$ cat src/rtl/button_int_ctrl.sv
// Key conditioner for CPU interrupts: sync, debounce, latch presses,
// and present one pending event at a time, highest index first.
module button_int_ctrl #(
  parameter int NUM_BTN         = 4,
  parameter int DEBOUNCE_CYCLES = 500000,
  parameter int CNT_W           = 20
) (
  input  logic               clk,
  input  logic               rst,
  input  logic [NUM_BTN-1:0] keys_n,
  input  logic               int_busy,
  input  logic               int_ack,
  output logic [NUM_BTN-1:0] buttons_pressed,
  output logic [NUM_BTN-1:0] pending,
  output logic [NUM_BTN-1:0] btn_stable
);

  localparam logic [CNT_W-1:0] TERM = CNT_W'(DEBOUNCE_CYCLES - 1);

  logic [NUM_BTN-1:0] sync1;
  logic [NUM_BTN-1:0] sync2;
  logic [NUM_BTN-1:0] stable_d;
  logic [NUM_BTN-1:0] rise;
  logic [NUM_BTN-1:0] sel;
  logic [NUM_BTN-1:0] ack_mask;
  logic               ack_hit;

  // Reset to "released" so a key held through reset yields one press.
  always_ff @(posedge clk or posedge rst) begin
    if (rst) begin
      sync1 <= '0;
      sync2 <= '0;
    end else begin
      sync1 <= ~keys_n;
      sync2 <= sync1;
    end
  end

  for (genvar i = 0; i < NUM_BTN; i++) begin : g_deb
    logic [CNT_W-1:0] cnt;
    logic             stb;

    always_ff @(posedge clk or posedge rst) begin
      if (rst) begin
        cnt <= '0;
        stb <= 1'b0;
      end else if (sync2[i] == stb) begin
        cnt <= '0;
      end else if (cnt == TERM) begin
        stb <= sync2[i];
        cnt <= '0;
      end else begin
        cnt <= cnt + 1'b1;
      end
    end

    assign btn_stable[i] = stb;
  end

  always_comb begin
    sel = '0;
    for (int k = 0; k < NUM_BTN; k++) begin
      if (pending[k]) sel = NUM_BTN'(1) << k;
    end
  end

  assign ack_hit  = int_ack & (|buttons_pressed);
  assign ack_mask = ack_hit ? buttons_pressed : '0;
  assign rise     = btn_stable & ~stable_d;

  // A fresh press wins over an ack of the same bit.
  always_ff @(posedge clk or posedge rst) begin
    if (rst) begin
      stable_d        <= '0;
      pending         <= '0;
      buttons_pressed <= '0;
    end else begin
      stable_d        <= btn_stable;
      pending         <= (pending & ~ack_mask) | rise;
      buttons_pressed <= (int_busy | ack_hit) ? '0 : sel;
    end
  end

endmodule

$ cat config.mk
export PLATFORM = sky130hd
export DESIGN_NAME = button_int_ctrl
export DESIGN_NICKNAME = d
export VERILOG_FILES = /design/src/rtl/button_int_ctrl.sv
export SDC_FILE = /design/constraint.sdc
export NUM_CORES = 1
export LEC_CHECK = 0
export BUFFER_PORTS_ARGS = -buffer_cell sky130_fd_sc_hd__buf_4
export CAP_MARGIN = 40
export CORE_MARGIN = 5
export CORE_UTILIZATION = 40
export CTS_BUF_LIST = sky130_fd_sc_hd__clkbuf_4 sky130_fd_sc_hd__clkbuf_8 sky130_fd_sc_hd__clkbuf_16
export CTS_CLUSTER_SIZE = 16
export DETAILED_ROUTE_END_ITERATION = 10
export PLACE_DENSITY = 0.59
export SLEW_MARGIN = 10
export SYNTH_ARGS = -nofsm -noshare
export SYNTH_HDL_FRONTEND = slang
export SYNTH_SLANG_ARGS = --single-unit
$ cat constraint.sdc
create_clock -name clk -period 6.4 [get_ports clk]
set_input_delay 0.32 -clock clk [delete_from_list [all_inputs] [get_ports clk]]
set_output_delay 0.32 -clock clk [all_outputs]
set_load 0.005 [all_outputs]
# Word-level counts from Yosys, hierarchy flattened
# Index checks and enable logic that the tools add are counted.
[totals] ff_bits=104 out_inout_bits=12 word_cells=56
[op_classes] n_addsub=4 n_eq_ne=8 muxes=14 bitwise=12 reduce_logical=5
[ops] operator="$mux 20" n=8
[ops] operator="$add 20x1->20 const B" n=4
[ops] operator="$eq 20x19->1 const B" n=4
[ops] operator="$mux 4" n=5
[ops] operator="$not 4->4" n=3
[ops] operator="$and 4x4->4" n=2
[ops] operator="$reduce_and 2->1" n=4
[ops] operator="$eq 1x1->1" n=4
[ops] operator="$not 1->1" n=4
[ops] operator="$or 4x4->4" n=1
[ops] operator="$reduce_or 4->1" n=1
[ops] operator="$and 1x1->1" n=1
[ops] operator="$mux 1" n=1
[ops] operator="$or 1x1->1" n=1

# Longest topological paths before layout
# Gate-level depths: netlist of the first run.
[depth] word_depth=6 ltp_mapped=7 depth_no_buf=5

# Least setup slack after synthesis of the first run
# Ideal clock, no wire load.
[synth_path] path_type="reg2reg" start="reg g_deb[2].cnt[9]" end="reg g_deb[2].stb" setup_ns=0.125 arrival_time_ns=1.890 required_ns=6.275 slack_ns=4.385 path_stages_with_launch=5 n_path_buf=0 synth_period_minus_slack_ns=2.015 path_cell_list="dfrtp_1 > or4b_1 > or4_4 > nor2_1 > mux2_2"
[synth_between] elab_chain_len=2
[synth_rtl] item="from (decl)" line="40" source="logic [CNT_W-1:0] cnt;"
[synth_rtl] item="from (signal assigned)" line="53" source="cnt <= cnt + 1'b1;"
[synth_rtl] item="$eq 20x19->1" line="49" source="end else if (cnt == TERM) begin"
[synth_rtl] item="$reduce_and 2->1 (no line)"
[synth_rtl] item="to (signal assigned)" line="50" source="stb <= sync2[i];"
[synth_rtl] item="to (decl)" line="41" source="logic stb;"
# No other way between the ends.
# A chain may end at the register's enable or synchronous reset.

# Final worst setup path of the first run
[layout_path] start="reg g_deb[2].cnt[9]" end="reg g_deb[2].cnt[7]"
[layout_between] elab_chain_len=3
[layout_rtl] item="$eq 20x19->1" line="49"
[layout_rtl] item="$mux 20" line="49"
[layout_rtl] item="$mux 20" line="47" source="end else if (sync2[i] == stb) begin"
# No other way between the ends.

==> results_dict.tcl, run 1 <==
set metrics [dict create \
    cts.sinks 104 \
    drt_iter0_drc 150 \
    gr-usage-met3_pct 3.274 \
    yosys.area.top_type "dfrtp_1" \
    slowest_stage "or4_4" \
    cap_violations 0 \
    path_delay_family "simple AND/OR/NAND/NOR gates" \
    required_ns 6.61 \
    final_cells 659 \
    min_period_ns 2.161 \
    ctsHoldBuffers 1 \
    ant_nets 0 \
    start_kind "flop" \
    gp_congestion 0.8156 \
    crit_type "reg -> reg" \
    drc_errors 0 \
    regArea_um2 2603 \
    finClkSkew_ns 0.006786 \
    clkLatencyLatePin_ns 0.35 \
    syn-cell-area_um2 4882 \
    setup.worst_path.end_class "flop" \
    regToRegSetupSlack_ns 4.24 \
    grt_pass1_vias 3463 \
    path_cells "or4b_1 > or4_4 > o21bai_4 > nor2_1" \
    drt_pass1_iterations 4 \
    cp_max_fo 18 \
    antenna_found_initial 0 \
    synth_compound_area_share_pct 6.202 \
    synthXorXnorAreaFrac_pct 10.05 \
    seqPwrFrac_pct 54.5 \
    cts_max_path_buffers 2 \
    synth_fa_ha_area_share_pct 1.025 \
    yosysSeqAreaShare_pct 53.31 \
    hold_viol 0 \
    row_count 40 \
    cts_root_buffer "clkbuf_16" \
    dpl.cell_count 644 \
    dpl.hpwl_mm 6.467 \
    synth_top_family_by_area "simple AND/OR/NAND/NOR gates" \
    h-tree-depth 3 \
    drt-total-wl_mm 9.230 \
    relSlewSlack_pct 50.71 \
    clk_pin_slew_ns 0.06 \
    synth_mux_area_share_pct 1.128 \
    synth_top_area_share_pct 53.31 \
    top_usage_layer "met2" \
    coreArea_um2 12010 \
    powerDensity_nw_per_um2 236.7 \
    port_buffers 19 \
    dieArea_um2 14520 \
    ir_worst_vdd_uv 160.7 \
    nets 521 \
    swShare_pct 22.60 \
    vias 3514 \
    tightest_slew_ns 0.7379 \
    power_frac_clock_pct 39.1 \
    grt_util_met1_pct 18.75 \
    p_sw_mw 0.2922 \
    grtUsageMet2_pct 21.17 \
    hold_class "in -> reg" \
    numCtsBuffers 9 \
    globalRouteOverflowTotal 0 \
    syn_nets 498 \
    viasPerCell 5.332 \
    finalSetupTns_ns 0 \
    syn_inst 486 \
    synth_area_per_cell_um2 10.05 \
    num_antenna_cells 0 \
    arrival_ns 2.37 \
    die_w_um 120.5 \
    ys.flop_type "dfrtp_1" \
    post-route-period-util_pct 33.76 \
    rsz0062_at_grt "no" \
    grt_usage_pct 13.84 \
    grt_pass1_wl_mm 16.17 \
    ys_warn_count 0 \
    fillers 1153 \
    cts_tree "built" \
    synth-seq-cells 104 \
    synth_edf_count 0 \
    async_reset_ff_share_pct 100.0 \
    ys_types 46 \
    multi_input_area_um2 2106 \
    p_leak_nw 2.156 \
    cts_resized 0 \
    syn_to_final_growth_pct 11.87 \
    slowest_delay_ns 0.58 \
    post_cts.repair.setup_buffers 0 \
    path_buf_inv 0 \
    synth.area.top_cells "dfrtp_1, xnor2_1, nor2_1, nand3_1, xor2_1" \
    yosys.area_share.simple_pct 24.73 \
    internal_power_mw 1.001 \
    p_comb_share_pct 6.4 \
    detail_route.wl_per_cell_um 14.01 \
    start_util_pct 40.65 \
    slew_violations 0 \
    outcome "finished, final reports clean" \
    drive_gt1_share_pct 10.74 \
    io_pins 20 \
    setup_viol 0 \
    die_h_um 120.5 \
    grt_max_degree 47 \
    max_freq_ghz 0.4628 \
]
==> metrics by stage <==
step	setup WS [ns]	hold WS (ns)	total power [mW]	cell area (µm²)	utilization [%]
3_3_place_gp	4.072	0.2481	0.7974	5146	42.84
6_report	4.239	0.1039	1.293	5461	45.47
2_1_floorplan	3.348	0.3312	0.7548	4882	-
5_1_grt	4.013	0.09298	1.356	5461	45.47
3_5_place_dp	4.224	0.2490	0.8029	5185	43.17
4_1_cts	4.217	0.08995	1.315	5461	45.47
==> area by class of cell <==
type	instances	share of cell area [%]
Sequential cell	104	47.65
Multi-Input combinational cell	344	38.56
Clock buffer	13	4.788
Timing Repair Buffer	23	3.643
Tap cell	147	3.368
Inverter	27	1.901
Clock inverter	1	0.09164
==> state kept, by name, summed over array words and instances, names as in the netlist <==
name             cells
sync2                4
stable_d             4
g_deb.stb            4
g_deb.cnt           80
pending              4
sync1                4
buttons_pressed      4
==> worst paths after layout <==
check / start / endpoint / cells past startpoint
setup / recovery: g_deb[2].cnt[9] / g_deb[2].cnt[7] / 4
setup reg to reg: g_deb[2].cnt[9] / g_deb[2].cnt[7] / 4
hold / removal: keys_n[3] / sync1[3] / 2
min in group asynchronous: rst / sync1[0] / 3
max in group asynchronous: rst / g_deb[2].cnt[18] / 5
hold reg to reg: sync1[1] / sync2[1] / 0
==> cells in the mapped netlist, drive strengths merged, types with 4 or more instances <==
master / number
buf: 9
or3: 8
nor2: 73
a21oi: 20
dfrtp: 104
inv: 27
nand2: 27
ha: 4
or4: 15
nor4: 15
mux2: 4
nand4: 18
xnor2: 43
nand3: 34
xor2: 13
o21ai: 10
o31ai: 11
nor3: 18
==> cell families (layout without fill, tap and decap cells) <==
logic type | after synthesis | count (layout)
multiplexers | 5 | 5
buffers and inverters | 38 | 64
XOR/XNOR | 56 | 56
AO/OA/AOI/OAI | 48 | 48
adder cells (fa/ha/maj) | 4 | 4
flip-flops | 104 | 104
AND/OR/NAND/NOR | 231 | 231
==> layout by cell type, fill, tap and decap left out, types with 4 or more instances in the layout <==
cell type	instances
nand2_1	27
nor2_1	72
nand4_1	17
or4_1	13
ha_1	4
dfrtp_1	104
mux2_2	4
nor3_1	18
o31ai_1	11
inv_1	26
nand3_1	34
or3_1	8
clkbuf_16	9
xor2_1	13
a21oi_1	20
nor4_1	15
buf_4	20
xnor2_1	43
o21ai_0	10
==> layer usage <==
| layer | vias to the layer above | share of wire [%] |
|---|---|---|
| li1 | 1755 | - |
| met1 | 1701 | 49 |
| met2 | 48 | 46 |
| met3 | 10 | 3.3 |
| met4 | 0 | 2.1 |
| met5 | - | 0 |
==> power groups by stage <==
stage	combinational (mW)	clock, mW	sequential (mW)
2_1_floorplan	0.0448	0	0.710
3_3_place_gp	0.0805	0	0.717
3_5_place_dp	0.0856	0	0.717
4_1_cts	0.0865	0.523	0.705
5_1_grt	0.0958	0.552	0.708
6_report	0.0832	0.505	0.705
Power figures use the tool's default switching activity.
==> inputs of run 2 (changes only) <==
--- a/config.mk
+++ b/config.mk
@@ -5,6 +5,7 @@
 export SDC_FILE = /design/constraint.sdc
 export NUM_CORES = 1
 export LEC_CHECK = 0
+export ABC_AREA = 1
 export BUFFER_PORTS_ARGS = -buffer_cell sky130_fd_sc_hd__buf_4
 export CAP_MARGIN = 40
 export CORE_MARGIN = 5
@@ -12,7 +13,7 @@
 export CTS_BUF_LIST = sky130_fd_sc_hd__clkbuf_4 sky130_fd_sc_hd__clkbuf_8 sky130_fd_sc_hd__clkbuf_16
 export CTS_CLUSTER_SIZE = 16
 export DETAILED_ROUTE_END_ITERATION = 10
-export PLACE_DENSITY = 0.59
+export PLACE_DENSITY = 0.61
 export SLEW_MARGIN = 10
 export SYNTH_ARGS = -nofsm -noshare
 export SYNTH_HDL_FRONTEND = slang
==> constraint.sdc (replaced) <==
create_clock -name clk -period 1.9 [get_ports clk]
set_input_delay 0.095 -clock clk [delete_from_list [all_inputs] [get_ports clk]]
set_output_delay 0.095 -clock clk [all_outputs]
set_load 0.005 [all_outputs]
==> results_dict.tcl, run 2 <==
set metrics [dict create \
    async_reset_ff_share_pct 100.0 \
    grt_util_met1_pct 19.68 \
    cts_resized 0 \
    setup.worst_path.end_class "flop" \
    ir_worst_vdd_uv 493.0 \
    tightest_slew_ns 0.4380 \
    drt_iter0_drc 346 \
    powerDensity_nw_per_um2 744.1 \
    yosysMostFrequentCell "nor2_1" \
    finClkSkew_ns 0.009213 \
    globalRouteOverflowTotal 0 \
    grt_max_degree 51 \
    grt_pass1_wl_mm 20.20 \
    cts_max_path_buffers 2 \
    hold_class "in -> reg" \
    slowest_stage "dfrtp_1" \
    viasPerCell 4.753 \
    synth_top_area_share_pct 46.93 \
    path_delay_family "simple AND/OR/NAND/NOR gates" \
    die_h_um 127.7 \
    finish.utilization_pct 45.77 \
    syn_inst 740 \
    synth_area_per_cell_um2 7.494 \
    drc_errors 0 \
    dpl.hpwl_mm 8.698 \
    port_buffers 19 \
    setup_viol 0 \
    h-tree-depth 3 \
    path_buf_inv 1 \
    whs_path_depth 4 \
    path_cells "ha_1 > nand3_1 > inv_1 > nand2_1 > nor2_2 > nand3_1 > nand2_1 > nor2_1" \
    slowest_delay_ns 0.38 \
    ys_types 26 \
    cts.sinks 104 \
    gr-usage-met3_pct 4.167 \
    path_depth 8 \
    detail_route.wl_per_cell_um 12.02 \
    grt_usage_pct 15.23 \
    clk_pin_slew_ns 0.07 \
    yosysSeqAreaShare_pct 46.93 \
    synth-seq-cells 104 \
    cts_tree "built" \
    io_pins 20 \
    post-route-period-util_pct 78.81 \
    required_ns 2.14 \
    syn_to_final_growth_pct 13.24 \
    synth.area.top_cells "dfrtp_1, nor2_1, nand2_1, inv_1, nand3_1" \
    grt_pass1_vias 4464 \
    nets 784 \
    syn-cell-area_um2 5545 \
    rr_worst_depth 8 \
    dpl.cell_count 936 \
    final_cells 956 \
    finalInstanceArea_um2 6280 \
    syn_nets 752 \
    final_common_cell "nor2_1" \
    post_dp_cell_area_um2 5927 \
    yosys.area.top_type "dfrtp_1" \
    finalSetupTns_ns 0 \
    cp_max_fo 4 \
    vias 4544 \
    clkLatencyLatePin_ns 0.35 \
    synth_edf_count 0 \
    p_total_mw 4.672 \
    start_util_pct 40.42 \
    hold_viol 0 \
    row_count 43 \
    numCtsBuffers 9 \
    ys_warn_count 0 \
    ys.flop_type "dfrtp_1" \
    grtUsageMet2_pct 25.23 \
    die_w_um 127.7 \
    post_cts.repair.setup_buffers 0 \
    start_kind "flop" \
    rsz0062_at_grt "no" \
    coreArea_um2 13720 \
    num_antenna_cells 0 \
    max_freq_ghz 0.6679 \
    top_register "g_deb.cnt" \
    top_usage_layer "met2" \
    ant_nets 0 \
    outcome "finished, final reports clean" \
    cap_violations 0 \
    cts_root_buffer "clkbuf_16" \
    crit_type "reg -> reg" \
    drt-total-wl_mm 11.50 \
    gp_congestion 0.8983 \
    antenna_found_initial 0 \
    final_cell_mix "nor2_1, nand2_1, dfrtp_1" \
    relSlewSlack_pct 70.58 \
    arrival_ns 1.74 \
    drive_gt1_share_pct 9.536 \
    synthTopCellsByCount "nor2_1, nand2_1, dfrtp_1" \
    slew_violations 0 \
    largest_reg_flops 80 \
    drt_pass1_iterations 4 \
    dieArea_um2 16320 \
    p_leak_nw 2.843 \
    min_period_ns 1.497 \
    regToRegSetupSlack_ns 0.40 \
]
## run 2: what timing repair did
action,4_1_cts,5_1_grt
endpoints found under the hold margin,17,0
hold buffers,5,0
setup endpoints to repair,0,0
## run 2: worst paths after layout
kind	endpoint	startpoint
min in group asynchronous	g_deb[2].cnt[11]	rst
max	g_deb[0].cnt[18]	g_deb[0].cnt[0]
min reg2reg	sync2[1]	sync1[1]
min	pending[0]	int_ack
max reg2reg	g_deb[0].cnt[18]	g_deb[0].cnt[0]
max in group asynchronous	g_deb[0].cnt[19]	rst
## run 2: layer usage
layer / wire length (µm) / up-vias
li1: - / 2343
met1: 5469 / 2115
met2: 5412 / 73
met3: 474 / 13
met4: 138 / 0
met5: 0 / -
## run 2: worst min-delay path: cells and delay by family
| kind | cells | cell delay, ns |
|---|---|---|
| buffers and inverters | 1 | 0.09 |
| and+or+nand+nor | 2 | 0.10 |
| AOI/OAI and AO/OA | 1 | 0.07 |
## run 2: cell families (layout without fill, tap and decap cells)
family	count (synthesis)	in the layout	synth area share [%]
xor+xnor	37	37	5.979
simple gates	458	458	35.81
flops	104	104	46.93
compound gates	32	32	2.933
buf+inv	105	141	7.446
fa+ha+maj	4	4	0.9026
## run 2: final cells by class
cell class | instances | area (µm²)
Sequential cell | 104 | 2603
Tap cell | 180 | 225.2
Multi-Input combinational cell | 531 | 2530
Timing Repair Buffer | 28 | 247.7
Clock inverter | 5 | 63.81
Clock buffer | 10 | 239.0
Fill cell | 1377 | 7440
Inverter | 98 | 371.6
## run 2: power by group
group / total (mW) / switching (mW) / internal [mW]
Combinational: 0.372 / 0.210 / 0.162
Clock: 1.92 / 0.858 / 1.06
Sequential: 2.38 / 0.0790 / 2.30
## run 2: metrics by stage
stage	setup slack, ns	hold WS (ns)
final	0.4027	0.04231
after global routing	0.2629	0.04212
after CTS	0.4262	0.03696
after detailed placement	0.4342	0.1195
after global placement	0.4942	0.1132
after floorplan	0.5594	0.1544
==> inputs of run 3 (changes only) <==
--- a/config.mk
+++ b/config.mk
@@ -13,7 +13,7 @@
 export CTS_BUF_LIST = sky130_fd_sc_hd__clkbuf_4 sky130_fd_sc_hd__clkbuf_8 sky130_fd_sc_hd__clkbuf_16
 export CTS_CLUSTER_SIZE = 16
 export DETAILED_ROUTE_END_ITERATION = 10
-export PLACE_DENSITY = 0.61
+export PLACE_DENSITY = 0.59
 export SLEW_MARGIN = 10
 export SYNTH_ARGS = -nofsm -noshare
 export SYNTH_HDL_FRONTEND = slang
==> constraint.sdc (replaced) <==
create_clock -name clk -period 1.5 [get_ports clk]
set_input_delay 0.075 -clock clk [delete_from_list [all_inputs] [get_ports clk]]
set_output_delay 0.075 -clock clk [all_outputs]
set_load 0.005 [all_outputs]
==> results_dict.tcl, run 3 (synthesis results as in run 2) <==
set metrics [dict create \
    antenna_found_initial 0 \
    cts_max_path_buffers 2 \
    r2r_start "g_deb[3].cnt[0]" \
    setup.worst_path.end_class "flop" \
    row_count 43 \
    place_worst_setup_slack_ns 0.04103 \
    top_register "g_deb.cnt" \
    numCtsBuffers 9 \
    num_antenna_cells 0 \
    post_dp_cell_area_um2 5982 \
    cp_max_fo 5 \
    drt_iter0_drc 364 \
    drc_errors 0 \
    drt_pass1_iterations 5 \
    cts.sinks 104 \
    port_buffers 19 \
    die_w_um 127.7 \
    post-route-period-util_pct 94.57 \
    arrival_ns 1.70 \
    relSlewSlack_pct 63.93 \
    start_kind "flop" \
    top_usage_layer "met2" \
    ir_worst_vdd_uv 624.4 \
    final_common_cell "nor2_1" \
    outcome "finished, final reports clean" \
    coreArea_um2 13720 \
    max_freq_ghz 0.7049 \
    drive_gt1_share_pct 13.32 \
    slew_violations 0 \
    globalRouteOverflowTotal 0 \
    setup_viol 0 \
    detail_route.wl_per_cell_um 12.19 \
    min_to "pending[0]" \
    grt_max_degree 105 \
    min_from "int_ack" \
    finish.utilization_pct 46.75 \
    grt_pass1_wl_mm 20.39 \
    hold_class "in -> reg" \
    ant_nets 0 \
    tightest_slew_ns 0.5410 \
    rr_worst_depth 9 \
    grt_util_met1_pct 19.72 \
    finClkSkew_ns 0.007856 \
    clkLatencyLatePin_ns 0.35 \
    required_ns 1.78 \
    finalInstanceArea_um2 6414 \
    grtUsageMet2_pct 25.14 \
    cts_tree "built" \
    vias 4589 \
    dpl.hpwl_mm 8.501 \
    largest_reg_flops 80 \
    nets 795 \
    final_cell_mix "nor2_1, nand2_1, dfrtp_1" \
    crit_type "reg -> reg" \
    regToRegSetupSlack_ns 0.08 \
    p_leak_nw 2.886 \
    whs_path_depth 4 \
    reg2reg_to "g_deb[3].cnt[18]" \
    syn_to_final_growth_pct 15.66 \
    dieArea_um2 16320 \
    gp_congestion 0.9074 \
    finalSetupTns_ns 0 \
    start_util_pct 40.42 \
    viasPerCell 4.741 \
    fin_ws_ns 0.08146 \
    grt_pass1_vias 4594 \
    p_total_mw 5.921 \
    min_period_ns 1.419 \
    die_h_um 127.7 \
    cap_violations 0 \
    hold_viol 0 \
    powerDensity_nw_per_um2 923.2 \
    drt-total-wl_mm 11.80 \
    clk_pin_slew_ns 0.07 \
    gr-usage-met3_pct 3.500 \
    h-tree-depth 3 \
    grt_usage_pct 15.18 \
    io_pins 20 \
    cts_root_buffer "clkbuf_16" \
]
==> run 3: changes by cell type in the layout (fill, tap and decap cells not counted), sizes merged <==
cell | previous run | this run
clkbuf | 10 | 12
clkinvlp | 2 | 3
inv | 99 | 97
buf | 23 | 34
==> run 3: layer usage <==
layer,share of wire [%],wire (µm)
met4,1.5,174
met1,47,5585
met2,48,5642
met5,0,0
met3,3.4,402
==> run 3: worst max-delay path by stage <==
stage / startpoint / end / slack, ns / depth (start not counted)
2_1_floorplan: rst / buttons_pressed[0] / 0.18 / 1
3_3_place_gp: g_deb[0].cnt[0] / g_deb[0].cnt[18] / 0.07 / 8
3_5_place_dp: g_deb[0].cnt[0] / g_deb[0].cnt[12] / 0.04 / 7
4_1_cts: g_deb[0].cnt[0] / g_deb[0].cnt[12] / 0.03 / 7
5_1_grt: g_deb[3].cnt[0] / g_deb[3].cnt[18] / -0.007 / 9
6_report: g_deb[3].cnt[0] / g_deb[3].cnt[18] / 0.08 / 9
==> run 3: cell type report <==
| type | count | area [µm²] |
|---|---|---|
| inverter | 98 | 371.6 |
| multi-input combinational | 531 | 2587 |
| clock buffer | 12 | 254.0 |
| fill | 1375 | 7306 |
| timing repair buffer | 39 | 317.8 |
| clock inverter | 4 | 53.80 |
| tap | 180 | 225.2 |
| sequential | 104 | 2604 |
==> run 3: power breakdown <==
group / leakage (nW) / internal, mW / switching, mW
clock network: 0.146 / 1.38 / 1.03
registers: 1.42 / 2.92 / 0.104
logic: 1.32 / 0.220 / 0.270
==> run 3: critical path: stages, from the launching register on <==
cell and delay (ns):
dfrtp_1 0.37, ha_1 0.19, nand2_2 0.09, nor2_2 0.16, nand2_2 0.13, nor2_4 0.15, nand2_1 0.06, nand2_1 0.06
nand2_1 0.06, nor2_1 0.09
==> run 3: through the flow <==
stage | hold WS, ns | cells
after global placement | 0.2186 | 945
after detailed placement | 0.2202 | 945
after CTS | 0.01963 | 966
after floorplan | 0.1344 | 740
final | 0.02690 | 968
after global routing | 0.04074 | 968
==> run 3: what timing repair did <==
item | 4_1_cts | 5_1_grt
hold endpoints to repair | 108 | 0
hold buffers | 5 | 0
resized for setup | 0 | 20
setup buffers | 0 | 2
endpoints found under the setup margin | 0 | 32
